[src/rtl/common_pkg.sv]
// Shared CPU data-bus definitions: bus width, arbiter state encoding and idle bus value.
package common_pkg;

  localparam int DATA_WIDTH = 8;
  localparam logic [7:0] ARB_IDLE_VALUE = 8'hFF;

  typedef enum logic [1:0] {
    ARB_IDLE,
    ARB_DRIVE,
    ARB_HOLD
  } arb_state_t;

endpackage

[src/rtl/onehot_priority_enc.sv]
// Combinational priority encoder: the lowest set bit of i_oe wins; o_multi flags more than one set bit.
module onehot_priority_enc #(
  parameter int COUNT = 3,
  parameter int IDX_W = (COUNT > 1) ? $clog2(COUNT) : 1
) (
  input  logic [COUNT-1:0] i_oe,
  output logic             o_valid,
  output logic [IDX_W-1:0] o_index,
  output logic             o_multi
);

  // Scan from the top down so the lowest set index is the last assignment.
  always_comb begin
    o_index = '0;
    for (int i = COUNT - 1; i >= 0; i--) begin
      if (i_oe[i]) o_index = IDX_W'(i);
    end
  end

  assign o_valid = |i_oe;
  // Clearing the lowest set bit leaves something only when two or more bits were set.
  assign o_multi = |(i_oe & (i_oe - COUNT'(1)));

endmodule

[src/rtl/cpu_data_arbiter.sv]
// Registered CPU read-data arbiter with fixed-priority contention handling and open-bus hold.
// Optional contention logging (mask and saturating counter) is built when CPU_DATA_ARBITER_CONTENTION_LOG_EN is defined.
module cpu_data_arbiter
  import common_pkg::*;
#(
  parameter int                COUNT       = 3,
  parameter int                WIDTH       = DATA_WIDTH,
  parameter int                HOLD_CYCLES = 4,
  parameter logic [WIDTH-1:0]  IDLE_VALUE  = WIDTH'(ARB_IDLE_VALUE),
  parameter int                CNT_WIDTH   = 8
) (
  input  logic                                      clock_i,
  input  logic                                      reset_i,
  input  logic [COUNT*WIDTH-1:0]                    data_i,
  input  logic [COUNT-1:0]                          oe_i,
  input  logic                                      clear_i,
  output logic [WIDTH-1:0]                          data_o,
  output logic                                      oe_o,
  output logic [((COUNT > 1) ? $clog2(COUNT) : 1)-1:0] sel_o,
  output logic                                      contention_o,
  output logic                                      contention_sticky_o,
  output logic [COUNT-1:0]                          contention_mask_o,
  output logic [CNT_WIDTH-1:0]                      contention_count_o
);

  localparam int IDX_W = (COUNT > 1) ? $clog2(COUNT) : 1;
  localparam int HC_W  = (HOLD_CYCLES > 1) ? $clog2(HOLD_CYCLES) : 1;
  localparam logic [HC_W-1:0] HOLD_LOAD = (HOLD_CYCLES > 0) ? HC_W'(HOLD_CYCLES - 1) : '0;

  arb_state_t       r_state;
  arb_state_t       w_state_nxt;
  logic [HC_W-1:0]  r_hold_cnt;
  logic [HC_W-1:0]  w_hold_nxt;
  logic [WIDTH-1:0] r_data;
  logic [WIDTH-1:0] w_data_nxt;
  logic [IDX_W-1:0] r_sel;
  logic             r_contention;
  logic             r_sticky;

  logic             w_valid;
  logic             w_multi;
  logic [IDX_W-1:0] w_index;
  logic [WIDTH-1:0] w_src [COUNT];
  logic [WIDTH-1:0] w_win_data;

  onehot_priority_enc #(
    .COUNT (COUNT),
    .IDX_W (IDX_W)
  ) u_enc (
    .i_oe    (oe_i),
    .o_valid (w_valid),
    .o_index (w_index),
    .o_multi (w_multi)
  );

  for (genvar g = 0; g < COUNT; g++) begin : g_src
    assign w_src[g] = data_i[g*WIDTH +: WIDTH];
  end

  assign w_win_data = w_src[w_index];

  always_comb begin
    w_state_nxt = r_state;
    w_hold_nxt  = r_hold_cnt;
    w_data_nxt  = r_data;
    case (r_state)
      ARB_IDLE: begin
        if (w_valid) w_state_nxt = ARB_DRIVE;
      end
      ARB_DRIVE: begin
        if (!w_valid) begin
          if (HOLD_CYCLES > 0) begin
            w_state_nxt = ARB_HOLD;
            w_hold_nxt  = HOLD_LOAD;
          end else begin
            w_state_nxt = ARB_IDLE;
          end
        end
      end
      ARB_HOLD: begin
        if (w_valid) begin
          w_state_nxt = ARB_DRIVE;
        end else if (r_hold_cnt == '0) begin
          w_state_nxt = ARB_IDLE;
        end else begin
          w_hold_nxt = r_hold_cnt - 1'b1;
        end
      end
      default: w_state_nxt = ARB_IDLE;
    endcase

    // HOLD keeps whatever was last driven, which is the open-bus behaviour.
    case (w_state_nxt)
      ARB_DRIVE: w_data_nxt = w_win_data;
      ARB_IDLE:  w_data_nxt = IDLE_VALUE;
      default:   w_data_nxt = r_data;
    endcase
  end

  always_ff @(posedge clock_i) begin
    if (reset_i) begin
      r_state      <= ARB_IDLE;
      r_hold_cnt   <= '0;
      r_data       <= IDLE_VALUE;
      r_sel        <= '0;
      r_contention <= 1'b0;
      r_sticky     <= 1'b0;
    end else begin
      r_state      <= w_state_nxt;
      r_hold_cnt   <= w_hold_nxt;
      r_data       <= w_data_nxt;
      r_sel        <= w_valid ? w_index : '0;
      r_contention <= w_multi;
      r_sticky     <= (r_sticky & ~clear_i) | w_multi;
    end
  end

  assign data_o              = r_data;
  assign oe_o                = (r_state == ARB_DRIVE);
  assign sel_o               = r_sel;
  assign contention_o        = r_contention;
  assign contention_sticky_o = r_sticky;

`ifdef CPU_DATA_ARBITER_CONTENTION_LOG_EN
  logic [COUNT-1:0]     r_mask;
  logic [CNT_WIDTH-1:0] r_count;
  logic [CNT_WIDTH-1:0] w_cnt_base;

  // A same-cycle clear wipes the log first, so a contention then becomes the new first event.
  assign w_cnt_base = clear_i ? '0 : r_count;

  always_ff @(posedge clock_i) begin
    if (reset_i) begin
      r_mask  <= '0;
      r_count <= '0;
    end else begin
      if (w_multi && !(r_sticky && !clear_i)) begin
        r_mask <= oe_i;
      end else if (clear_i) begin
        r_mask <= '0;
      end
      if (w_multi && (w_cnt_base != '1)) begin
        r_count <= w_cnt_base + 1'b1;
      end else begin
        r_count <= w_cnt_base;
      end
    end
  end

  assign contention_mask_o  = r_mask;
  assign contention_count_o = r_count;
`else
  assign contention_mask_o  = '0;
  assign contention_count_o = '0;
`endif

`ifndef SYNTHESIS
  a_sel_range: assert property (@(posedge clock_i) 32'(sel_o) < COUNT);
  a_oe_drive:  assert property (@(posedge clock_i) oe_o |-> (r_state == ARB_DRIVE));
`endif

endmodule
[config.mk]
export PLATFORM = sky130hd
export DESIGN_NAME = cpu_data_arbiter
export DESIGN_NICKNAME = d
export VERILOG_FILES = /design/src/rtl/common_pkg.sv /design/src/rtl/onehot_priority_enc.sv /design/src/rtl/cpu_data_arbiter.sv
export SDC_FILE = /design/constraint.sdc
export NUM_CORES = 1
export LEC_CHECK = 0
export ABC_AREA = 1
export BUFFER_PORTS_ARGS = -buffer_cell sky130_fd_sc_hd__buf_2
export CORE_MARGIN = 4
export CORE_UTILIZATION = 48
export DETAILED_ROUTE_END_ITERATION = 8
export PLACE_DENSITY = 0.84
export SYNTH_ARGS = -nofsm -noshare
export SYNTH_HDL_FRONTEND = slang
export SYNTH_HIERARCHICAL = 1
export SYNTH_SLANG_ARGS = --single-unit
[constraint.sdc]
create_clock -name clock_i -period 2.1 [get_ports clock_i]
set_clock_uncertainty 0.05 [all_clocks]
set_input_delay 0.105 -clock clock_i [delete_from_list [all_inputs] [get_ports clock_i]]
set_output_delay 0.105 -clock clock_i [all_outputs]
set_load 0.01 [all_outputs]
==> flow_metrics.env <==
export IMPL_yosys_area_share_adder=0.0122
export IMPL_cts_sinks=16
export IMPL_netlist_area_mm2=0.00103
export IMPL_worstPathArrival_ns=1.47
export IMPL_leakagePower_nw=0.736
export IMPL_drt_met1_wl_um=913
export IMPL_detail_route_antenna_nets=0
export IMPL_overflow=0
export IMPL_drc=0
export IMPL_num_io_pins=54
export IMPL_yosys_register_bits=16
export IMPL_crit_path_max_fanout=9
export IMPL_hold_viol=0
export IMPL_area_growth_pct=23.7
export IMPL_wl_met2_mm=1.00
export IMPL_final_cell_mix="nor2_1, buf_2, nand2_1"
export IMPL_hold_path_class="in2reg"
export IMPL_avgViaCountPerCell=4.31
export IMPL_highest_layer="met4"
export IMPL_grt_pass1_vias=796
export IMPL_fp_dieArea_mm2=0.00295
export IMPL_grt_max_degree=11
export IMPL_ctsResizeCount=0
export IMPL_peakVddDrop_uv=238
export IMPL_core_area_mm2=0.00200
export IMPL_finalMaxSlewViolations=0
export IMPL_crit_path_end_kind="register"
export IMPL_postCtsSetupBuffers=0
export IMPL_clk_path_buf_depth=2
export IMPL_cp_required_ns=2.23
export IMPL_gp_congestion=0.766
export IMPL_vias=1031
export IMPL_dr_pass1_iters=4
export IMPL_worst_hold_slack_ns=0.0149
export IMPL_fmax_ghz=0.745
export IMPL_rows=16
export IMPL_initial_utilization=0.514
export IMPL_drt_iter0_markers=13
export IMPL_final_common_cell="nor2_1"
export IMPL_outcome="finished, final reports clean"
export IMPL_die_height_um=54.3
export IMPL_min_period_ns=1.34
export IMPL_synth_xor_area_share=0
export IMPL_dr_wl_met3_um=174
export IMPL_critical_path_cell_chain="inv_1 > ha_1 > a21oi_4 > nand3_4 > nor2_1 > nor2_1"
export IMPL_cpPeakStageDelay_ns=0.34
export IMPL_ys_warnings_count=6
export IMPL_clk_latency_ns=0.28
export IMPL_maxCapViolCount=0
export IMPL_crit_path_start_kind="register"
export IMPL_synthMuxAreaShare=0
export IMPL_synth_compound_area_share=0.0352
export IMPL_yosys_area_share_simple=0.440
export IMPL_ys_seq_area_frac=0.311
export IMPL_cts_buffers=3
export IMPL_hpwl_mm=1.76
export IMPL_cp_common_cell="nor2_1"
export IMPL_synth_cell_types=19
export IMPL_path_class="reg2reg"
export IMPL_fillers=207
export IMPL_cts_tree="done"
export IMPL_die_w_um=54.3
export IMPL_finalCritPeriodShare=0.639
export IMPL_cts_max_level=1
export IMPL_grtUsageTotal=0.145
export IMPL_totalNegativeSetupSlack_ns=0
export IMPL_finalSetupViolations=0
export IMPL_cts_root_buf="clkbuf_4"
export IMPL_grt_pass1_wl_mm=3.16
export IMPL_wl_per_cell_um=8.89
export IMPL_clk_pin_slew_worst_paths_ns=0.09
export IMPL_wirelength_mm=2.13
export IMPL_powerDensity_mw_per_mm2=546
export IMPL_io_buffer_count=42
export IMPL_drive_gt1_frac=0.269
export IMPL_diodes=0
export IMPL_grt_antenna_before_repair=0
export IMPL_worst_path_max_delay_cell="dfxtp_1"
export IMPL_synth_cells=166
export IMPL_synth_top_family_by_area="simple AND/OR/NAND/NOR gates"
export IMPL_rsz0062_at_grt="no"
export IMPL_synth_area_per_cell_um2=6.20
export IMPL_num_nets_final=244
[cell families after synthesis]
group | after synthesis
simple gates | 102
buf+inv | 41
flops | 16
compound gates | 5
fa+ha+maj | 1
other cells | 1
[registers in the layout, indices dropped and copies added, names as in the netlist]
register	flops
r_hold_cnt	2
data_o	8
contention_o	1
r_state	2
contention_sticky_o	1
sel_o	2
[area by class of cell]
| cell class | count | area [µm²] | share of cell area |
|---|---|---|---|
| inverter | 28 | 105 | 0.0825 |
| multi-input combinational | 119 | 543 | 0.426 |
| tap | 27 | 33.8 | 0.0265 |
| sequential | 16 | 320 | 0.251 |
| clock buffer | 4 | 36.3 | 0.0285 |
| timing repair buffer | 45 | 235 | 0.185 |
[through the flow]
| stage | instance area, µm² | std cells | utilization | worst slack [ns] | power (mW) |
|---|---|---|---|---|---|
| 6_report | 1270 | 239 | 0.636 | 0.759 | 0.695 |
| 4_1_cts | 1270 | 239 | 0.636 | 0.763 | 0.698 |
| 3_3_place_gp | 1230 | 234 | 0.613 | 0.819 | 0.500 |
| 3_5_place_dp | 1230 | 234 | 0.613 | 0.777 | 0.503 |
| 2_1_floorplan | 1070 | 176 | - | 0.867 | 0.457 |
| 5_1_grt | 1270 | 239 | 0.636 | 0.662 | 0.736 |
[worst paths after layout]
kind	end	slack (ns)	start	cells past startpoint
worst max-delay path	data_o[3]	0.76	r_hold_cnt[0]	6
worst min-delay path	contention_sticky_o	0.01	clear_i	4
worst max register to register	data_o[3]	0.76	r_hold_cnt[0]	6
worst min register to register	contention_sticky_o	0.41	contention_sticky_o	2
[cells in the mapped netlist, drive strengths merged]
library cell / instances / area (µm²)
nor3: 1 / 5.00
inv: 28 / 105
buf: 13 / 98.8
nand3: 9 / 57.6
a21oi: 3 / 26.3
ha: 1 / 12.5
dfxtp: 16 / 320
or2: 6 / 37.5
nand2: 36 / 165
o21ai: 2 / 10.0
conb: 1 / 3.75
nor2: 50 / 188
[critical path: cells and delay by family (launching register included)]
| family | cells | cell delay, ns |
|---|---|---|
| buffers and inverters | 1 | 0.05 |
| AO/OA/AOI/OAI | 1 | 0.24 |
| adder cells (fa/ha/maj) | 1 | 0.22 |
| flip-flops | 1 | 0.34 |
| AND/OR/NAND/NOR | 3 | 0.33 |
[report_power, final]
part | total [mW] | internal [mW] | switching, mW
clock network | 0.198 | 0.105 | 0.0928
registers | 0.333 | 0.324 | 0.00942
logic | 0.164 | 0.0682 | 0.0956
total | 0.695 | 0.497 | 0.198
[timing repair]
item / in CTS / in global routing
setup endpoints to repair: 0 / 0
endpoints found under the hold margin: 3 / 0
hold buffers: 1 / 0
[metal layers]
metal | track usage | up-vias
met1 | 0.180 | 435
met3 | 0.0218 | 4
li1 | - | 556
met5 | 0 | -
met4 | 0.0747 | 0
met2 | 0.241 | 36
Power figures use the tool's default switching activity.
